## config.mk

```make
export PLATFORM = sky130hd
export DESIGN_NAME = io_debounce_ctrl
export DESIGN_NICKNAME = d
export VERILOG_FILES = /design/src/rtl/lotr_pkg.sv /design/src/rtl/io_debounce_ch.sv /design/src/rtl/io_debounce_ctrl.sv
export SDC_FILE = /design/constraint.sdc
export NUM_CORES = 1
export LEC_CHECK = 0
export ABC_CLOCK_PERIOD_IN_PS = 4300
export BUFFER_PORTS_ARGS = -buffer_cell sky130_fd_sc_hd__buf_2
export CORE_MARGIN = 10
export CORE_UTILIZATION = 41
export CTS_CLUSTER_DIAMETER = 100
export DETAILED_ROUTE_END_ITERATION = 16
export GPL_ROUTABILITY_DRIVEN = 0
export SLEW_MARGIN = 20
export SYNTH_ARGS = -nofsm -noshare
export SYNTH_HDL_FRONTEND = slang
export SYNTH_SLANG_ARGS = --single-unit
```

## constraint.sdc

```tcl
create_clock -name QClk -period 4.3 [get_ports QClk]
set_clock_uncertainty 0.2 [all_clocks]
set_input_delay 0.215 -clock QClk [delete_from_list [all_inputs] [get_ports QClk]]
set_output_delay 0.215 -clock QClk [all_outputs]
set_load 0.1 [all_outputs]
```

## src/rtl/lotr_pkg.sv

```systemverilog
`default_nettype none
// ============================================================================
// Package     : lotr_pkg
// Description : Shared board-level defaults for the input debounce block.
// Revision    : 1.0 - initial release
// ============================================================================
package lotr_pkg;

    localparam int c_DEF_NUM_CH    = 12;
    localparam int c_DEF_DB_CYCLES = 500000;

endpackage
`default_nettype wire

```

## src/rtl/io_debounce_ch.sv

```systemverilog
`default_nettype none
// ============================================================================
// Module      : io_debounce_ch
// Description : One input channel: 2-flop synchronizer, polarity correction,
//               debounce counter, stable level and single-cycle edge pulses.
// Revision    : 1.0 - initial release
// ============================================================================
module io_debounce_ch
    import lotr_pkg::*;
#(
    parameter int DB_CYCLES = c_DEF_DB_CYCLES,
    parameter int CNT_W     = $clog2(DB_CYCLES + 1)
) (
    input  logic clk,
    input  logic rst,
    input  logic i_raw,
    input  logic i_invert,
    output logic o_stable,
    output logic o_rise,
    output logic o_fall
);

    localparam logic [CNT_W-1:0] c_CNT_LAST = CNT_W'(DB_CYCLES - 1);

    logic             r_sync1;
    logic             r_sync2;
    logic             r_stable;
    logic             r_rise;
    logic             r_fall;
    logic [CNT_W-1:0] r_cnt;

    logic             w_s;
    logic             w_diff;
    logic             w_done;

    // Inverting after the synchronizer makes a mask change look like an
    // ordinary input change, so it is debounced the same way.
    assign w_s    = r_sync2 ^ i_invert;
    assign w_diff = (w_s != r_stable);
    assign w_done = w_diff && (r_cnt == c_CNT_LAST);

    always_ff @(posedge clk) begin
        if (rst) begin
            r_sync1  <= 1'b0;
            r_sync2  <= 1'b0;
            r_stable <= 1'b0;
            r_rise   <= 1'b0;
            r_fall   <= 1'b0;
            r_cnt    <= '0;
        end else begin
            r_sync1 <= i_raw;
            r_sync2 <= r_sync1;
            r_rise  <= w_done &  w_s;
            r_fall  <= w_done & ~w_s;
            if (!w_diff || w_done) begin
                r_cnt <= '0;
            end else begin
                r_cnt <= r_cnt + CNT_W'(1);
            end
            if (w_done) begin
                r_stable <= w_s;
            end
        end
    end

    assign o_stable = r_stable;
    assign o_rise   = r_rise;
    assign o_fall   = r_fall;

endmodule
`default_nettype wire

```

## src/rtl/io_debounce_ctrl.sv

```systemverilog
`default_nettype none
// ============================================================================
// Module      : io_debounce_ctrl
// Description : Debounces NUM_CH board inputs and latches enabled edge events
//               into sticky bits that drive a single interrupt line.
// Revision    : 1.0 - initial release
// ============================================================================
module io_debounce_ctrl
    import lotr_pkg::*;
#(
    parameter int NUM_CH    = c_DEF_NUM_CH,
    parameter int DB_CYCLES = c_DEF_DB_CYCLES,
    parameter int CNT_W     = $clog2(DB_CYCLES + 1)
) (
    input  logic              QClk,
    input  logic              RstQnnnH,
    input  logic [NUM_CH-1:0] RawIn,
    input  logic [NUM_CH-1:0] InvertMask,
    output logic [NUM_CH-1:0] Stable,
    output logic [NUM_CH-1:0] RiseEvt,
    output logic [NUM_CH-1:0] FallEvt,
    input  logic [NUM_CH-1:0] IrqMaskRise,
    input  logic [NUM_CH-1:0] IrqMaskFall,
    output logic [NUM_CH-1:0] EvtSticky,
    input  logic              ClrValid,
    input  logic [NUM_CH-1:0] ClrMask,
    output logic              IntPending
);

    logic [NUM_CH-1:0] r_sticky;
    logic [NUM_CH-1:0] w_set;
    logic [NUM_CH-1:0] w_clr;

    generate
        for (genvar gi = 0; gi < NUM_CH; gi++) begin : g_ch
            io_debounce_ch #(
                .DB_CYCLES (DB_CYCLES),
                .CNT_W     (CNT_W)
            ) u_ch (
                .clk      (QClk),
                .rst      (RstQnnnH),
                .i_raw    (RawIn[gi]),
                .i_invert (InvertMask[gi]),
                .o_stable (Stable[gi]),
                .o_rise   (RiseEvt[gi]),
                .o_fall   (FallEvt[gi])
            );
        end
    endgenerate

    assign w_set = (RiseEvt & IrqMaskRise) | (FallEvt & IrqMaskFall);
    assign w_clr = ClrMask & {NUM_CH{ClrValid}};

    // A new event arriving with a clear request keeps the bit set.
    always_ff @(posedge QClk) begin
        if (RstQnnnH) begin
            r_sticky <= '0;
        end else begin
            r_sticky <= (r_sticky & ~w_clr) | w_set;
        end
    end

    assign EvtSticky  = r_sticky;
    assign IntPending = |r_sticky;

endmodule
`default_nettype wire

```

==> results of run 1 <==
-- registers in the layout, summed over array words and instances, names as in the netlist --
name	cells
EvtSticky	12
g_ch.u_ch.r_sync1	12
g_ch.u_ch.r_cnt	228
g_ch.u_ch.o_stable	12
g_ch.u_ch.o_rise	12
g_ch.u_ch.o_fall	12
g_ch.u_ch.r_sync2	12
-- Yosys cell counts (16+ instances only) --
library cell	number
nand2_1	91
nor4_1	33
buf_4	45
and3_1	16
xor2_1	72
inv_1	40
dfxtp_1	300
nand4_1	69
and4_1	25
o31ai_1	17
nor2_1	209
nor3_1	57
nand3_1	71
xnor2_1	94
or4_1	25
o21ai_0	27
nor2b_1	25
a21oi_1	58
or3_1	26
clkbuf_1	38
-- stage by stage --
step                      std cells  setup WS (ns)  instance area [µm²]
after global routing           2059          1.736                15530
after CTS                      2059          1.870                15520
final                          2059          1.868                15530
after global placement         1950          1.903                13950
after floorplan                1488          1.994                13360
after detailed placement       1950          1.864                13950
-- kinds of logic after synthesis --
kind of cell	after synthesis	share of synthesized area [%]
buffers and inverters	134	5.207
DFF	300	44.95
and+or+nand+nor	722	29.04
xor gates and xnor gates	178	12.91
AOI/OAI and AO/OA	139	6.546
adders and majority gates	12	1.124
muxes	3	0.2248
-- report_power, final --
part	total [mW]	internal, mW	leakage (nW)	switching, mW
combinational	0.201	0.0904	2.30	0.111
clock	2.80	1.70	0.534	1.10
sequential	2.83	2.81	2.42	0.0200
total	5.82	4.59	5.26	1.23
-- layout make-up --
cell class                 instances  area (µm²)
fill                            3124       16840
tap                              442       553.0
timing repair buffer             162        1059
clock inverter                     4       26.28
clock buffer                      57        1071
sequential                       300        6006
inverter                          40       150.1
multi-input combinational       1054        6666
-- how the worst max path moves through the flow --
stage	from	end	slack, ns	cells past startpoint
after global routing	g_ch[10].u_ch.r_cnt[5]	g_ch[10].u_ch.r_cnt[6]	1.74	4
after CTS	g_ch[11].u_ch.r_cnt[10]	g_ch[11].u_ch.r_cnt[12]	1.87	4
after global placement	g_ch[1].u_ch.r_cnt[6]	g_ch[1].u_ch.r_cnt[7]	1.90	4
after floorplan	EvtSticky[7]	IntPending	1.99	2
final	g_ch[1].u_ch.r_cnt[6]	g_ch[1].u_ch.r_cnt[16]	1.87	4
after detailed placement	RstQnnnH	g_ch[2].u_ch.r_cnt[9]	1.86	5
-- routing by layer --
metal	vias up	global-route usage, %	part of all wire, %
li1	5432	-	-
met1	4862	17.52	48
met2	185	22.53	45
met3	42	3.227	4.7
met4	0	3.976	2.1
met5	-	0	0
-- timing repair --
action | CTS | global route
hold buffers | 48 | 0
buffers inserted | 0 | 0
hold endpoints to repair | 57 | 0
==> out/qor.yml, run 1 <==
cells_and_area:
  drive_above_1_share_pct: 12.55
  n_antenna_cell: 0
  post-route-util_pct: 47.98
  syn2layout_area_growth_pct: 16.25
  fin_nets: 1668
  final_common_cell: "dfxtp_1"
  final_cell_mix: "dfxtp_1 (300), nor2_1 (209), buf_2 (111)"
global_route:
  grt_pass1_vias: 10250
  grt_usage_pct: 13.70
  grt_remaining_overflow: 0
  antenna_found_initial: 1
  grt_max_degree: 40
  grt_pass1_wl_um: 48080
synthesis:
  syn_inst: 1488
  ys.flop_type: "dfxtp_1"
  synth_area_per_cell_um2: 8.979
  yosysWarnings: 0
  synth_seq_area_share_pct: 44.95
  async_reset_ff_share_pct: 0
  synth.area.top_cells: "dfxtp_1 (45%), xnor2_1 (6.2%), nor2_1 (5.9%)"
  synth.distinct_cells: 56
  synth_fp_nets: 1563
  synth_area_um2: 13360
  yosys.area.top_type: "dfxtp_1"
  synth_edf_count: 0
  synth-seq-cells: 300
  yosysTopAreaCellShare_pct: 44.95
setup_path:
  cp_max_fo: 17
  critPathCaptureType: "register"
  critical_path.top_delay_family: "simple AND/OR/NAND/NOR gates"
  path_buf_inv: 0
  cp_slowest_cell: "or4b_2"
  rr_worst_depth: 4
  startpoint_type: "register"
  reg2reg_from: "g_ch[1].u_ch.r_cnt[6]"
  reg2reg_slack_ns: 1.87
  cp.required_ns: 4.47
  r2r-end: "g_ch[1].u_ch.r_cnt[16]"
  crit_chain: "or4b_2 -> nor4_2 -> a21o_1 -> nor2_1"
  crit_arrival_ns: 2.60
  worstSetupPathType: "reg2reg"
  slowest_delay_ns: 0.70
worst_hold_path:
  hp-start: "RstQnnnH"
  hold_depth: 2
  worst_hold_path_type: "in2reg"
  hold_end: "EvtSticky[6]"
sta:
  holdWs_ns: 0.07690
  timing.slew.headroom_pct: 48.97
  finalCriticalPeriod_ns: 2.432
  rsz0062_at_grt: "no"
  slew_violations: 0
  final_hold_viol_count: 0
  fin_setup_tns_ns: 0
  fmax_ghz: 0.4111
  finalCritPeriodShare_pct: 56.57
  setup_viol: 0
  worst_slew_pin_slew_ns: 0.7655
floorplanning:
  placementRows: 66
  die_y_um: 200.5
  fp.dieW_um: 200.5
  start_util_pct: 41.27
  io_pins: 112
  core_area_um2: 32370
  dieArea_um2: 40210
clocking:
  cts-root-buf: "clkbuf_16"
  clock_sinks: 300
  cts_buffer_depth: 3
  cts.repair.resized: 0
  cts.htree.levels: 2
  cts_tree: "built"
  numCtsBuffers: 35
  clk_pin_slew_ns: 0.06
  clock_latency_ns: 0.50
routing:
  wire_per_inst_um: 13.68
  firstDrtPassIters: 5
  drt-total-wl_um: 28160
  drtAntennaViolNets: 0
  drc: 0
  drtIter0Drc: 428
  vias: 10520
  avgViaCountPerCell: 5.110
flow_run:
  maxCapViolations: 0
power_and_ir_drop:
  p_total_mw: 5.823
  p_leak_nw: 5.259
  power-per-cell-area_nw_per_um2: 374.9
  vdd_drop_max_mv: 0.3137
placement:
  io_buffer_count: 111
  hpwl_um: 19540
outcome:
  outcome: "finished clean"
Power figures use the tool's default switching activity.
==> run 2, diff against run 1 <==
- ABC_CLOCK_PERIOD_IN_PS: 4300 -> 2300
- clock period: 4.3 -> 2.3 ns (I/O delays scaled with it)
==> run 2 against run 1 <==
Flip-flop and latch count unchanged. Largest cell class unchanged. Global-route usage grew 0.66 points. Register-to-register slack lost 1.8 ns. Power is 98% higher. Worst hold slack gained 0.11 ns. Combinational power is 120% higher. Clock power increased by 110%. Critical endpoint is now EvtSticky[5]. Maximum frequency increased by 9.2%. Non-clock buffer count rose by 60.
==> out/qor.yml, run 2 (synthesis gave the netlist of run 1 again) <==
clocking:
  clk_pin_slew_ns: 0.06  # about the same
  post_cts_buffers: 0  # unchanged
  cts-root-buf: "clkbuf_16"
  clock_latency_ns: 0.50  # about the same
  cts.htree.levels: 2  # unchanged
  cts_tree: "built"
  clock_sinks: 300  # unchanged
  cts_buffer_depth: 3  # unchanged
  numCtsBuffers: 36  # +2.9%
routing:
  drt-total-wl_um: 29450  # +4.6%
  drtAntennaViolNets: 0  # unchanged
  avgViaCountPerCell: 5.087  # -0.45%
  drc: 0  # unchanged
  vias: 10770  # +2.4%
  firstDrtPassIters: 7  # +2
  wire_per_inst_um: 13.91  # +1.7%
  drtIter0Drc: 489  # +14%
flow_run:
  maxCapViolations: 0  # unchanged
floorplanning:
  fp.dieW_um: 200.5  # unchanged
  dieArea_um2: 40210  # unchanged
  die_y_um: 200.5  # unchanged
  core_area_um2: 32370  # unchanged
  placementRows: 66  # unchanged
  io_pins: 112  # unchanged
  start_util_pct: 41.27  # unchanged
sta:
  rsz0062_at_grt: "no"
  fin_setup_tns_ns: 0  # unchanged
  fmax_ghz: 0.4490  # +9.2%
  timing.slew.headroom_pct: 55.64  # +6.7 points
  final_hold_viol_count: 0  # unchanged
  finalCritPeriodShare_pct: 96.84  # +40 points
  slew_violations: 0  # unchanged
  worst_slew_pin_slew_ns: 0.6592  # -0.1062 ns
  setup_viol: 0  # unchanged
  finalCriticalPeriod_ns: 2.227  # -0.2050 ns
power_and_ir_drop:
  power-per-cell-area_nw_per_um2: 711.9  # +90%
  vdd_drop_max_mv: 0.5052  # +61%
  p_total_mw: 11.54  # +98%
  p_leak_nw: 5.672  # +7.9%
setup_path:
  cp_max_fo: 2  # -15
  startpoint_type: "register"
  cp_slowest_cell: "dlygate4sd3_1"
  path_buf_inv: 2  # +2
  crit_arrival_ns: 2.40  # -0.20 ns
  critPathCaptureType: "register"
  worstSetupPathType: "reg2reg"
  crit_chain: "a222oi_1 -> dlygate4sd3_1 -> nor2_1 -> dlygate4sd3_1"
  critical_path.top_delay_family: "buffers and inverters"
  cp.required_ns: 2.48  # -1.99 ns
  path_common_cell: "dlygate4sd3_1"
  slowest_delay_ns: 0.59  # -0.11 ns
cells_and_area:
  largest_reg_flops: 228  # unchanged
  fin_nets: 1729  # +3.7%
  drive_above_1_share_pct: 14.75  # +2.2 points
  fillers: 3069  # -1.8%
  n_antenna_cell: 0  # unchanged
  final_common_cell: "dfxtp_1"
  syn2layout_area_growth_pct: 21.33
  top_register: "g_ch.u_ch.r_cnt"
  final_cell_mix: "dfxtp_1 (299), nor2_1 (209), buf_2 (111)"
global_route:
  grt_pass1_wl_um: 50460  # +5.0%
  grt_pass1_vias: 10650  # +4.0%
  grt_usage_pct: 14.35  # +0.66 points
  grt_remaining_overflow: 0  # unchanged
  antenna_found_initial: 1  # unchanged
  grt_max_degree: 29  # -28%
outcome:
  outcome: "finished clean"
placement:
  hpwl_um: 19980  # +2.2%
  io_buffer_count: 111  # unchanged
worst_hold_path:
  worst_hold_path_type: "in2reg"
==> run 2: cell types whose count changed in the layout (fill, tap and decap cells not counted), moves of 2 or more <==
cell,change
buf_12,+5
clkbuf_8,-3
clkbuf_1,-6
clkinv_2,+2
o21ai_2,-2
o21ai_1,+2
buf_4,+35
bufinv_16,+6
dlygate4sd3_1,+20
==> run 2: where the power goes <==
group | total [mW] | internal [mW] | switching, mW | leakage [nW]
Sequential | 5.28 | 5.25 | 0.0369 | 2.42
Combinational | 0.434 | 0.213 | 0.221 | 2.65
Clock | 5.82 | 3.73 | 2.10 | 0.598
==> run 2: repair_timing <==
item                                    CTS  global route
hold buffers                             68             0
gates resized for setup                   0             2
endpoints found under the setup margin    0             3
hold endpoints to repair                 89             0
==> run 2: worst reg2reg max path, delay by kind of cell, from the launching register on <==
family                 cells  cell delay [ns]
buffers and inverters      2             1.17
flip-flops                 1             0.37
AO/OA/AOI/OAI              1             0.31
AND/OR/NAND/NOR            1             0.05
==> run 2: cell type report <==
cell class / instances / area, µm² / share of cell area (%)
inverters: 40 / 150.1 / 0.9262
repair buffers: 222 / 1622 / 10.00
multi-input cells: 1054 / 6663 / 41.10
well taps: 442 / 553.0 / 3.412
flip-flops and latches: 300 / 6007 / 37.06
clock inverters: 11 / 209.0 / 1.289
clock buffers: 48 / 1007 / 6.213
==> run 2: final timing paths <==
| path | startpoint | end | slack [ns] | cells after the start |
|---|---|---|---|---|
| max | g_ch[5].u_ch.o_fall | EvtSticky[5] | 0.07 | 4 |
| min | RawIn[7] | g_ch[7].u_ch.r_sync1 | 0.19 | 3 |
| max reg2reg | g_ch[5].u_ch.o_fall | EvtSticky[5] | 0.07 | 4 |
| min reg2reg | g_ch[8].u_ch.r_sync1 | g_ch[8].u_ch.r_sync2 | 0.24 | 1 |
==> run 2: per-stage QoR <==
step	cell area (µm²)	hold WS [ns]	cells	utilization [%]	setup WS (ns)
after global routing	16210	0.1877	2117	50.08	0.01042
after floorplan	13360	0.04318	1488	-	0.09420
after detailed placement	14310	0.1310	1990	44.20	0.1147
after CTS	16210	0.1671	2117	50.06	0.07794
after global placement	14310	0.1234	1990	44.20	0.1479
final	16210	0.1896	2117	50.08	0.07263
==> run 2: metal layers <==
metal | share of wire [%] | GRT usage (%)
met3 | 5.4 | 3.582
met2 | 45 | 23.29
met4 | 2.5 | 4.679
met1 | 47 | 18.31
met5 | 0.044 | 0
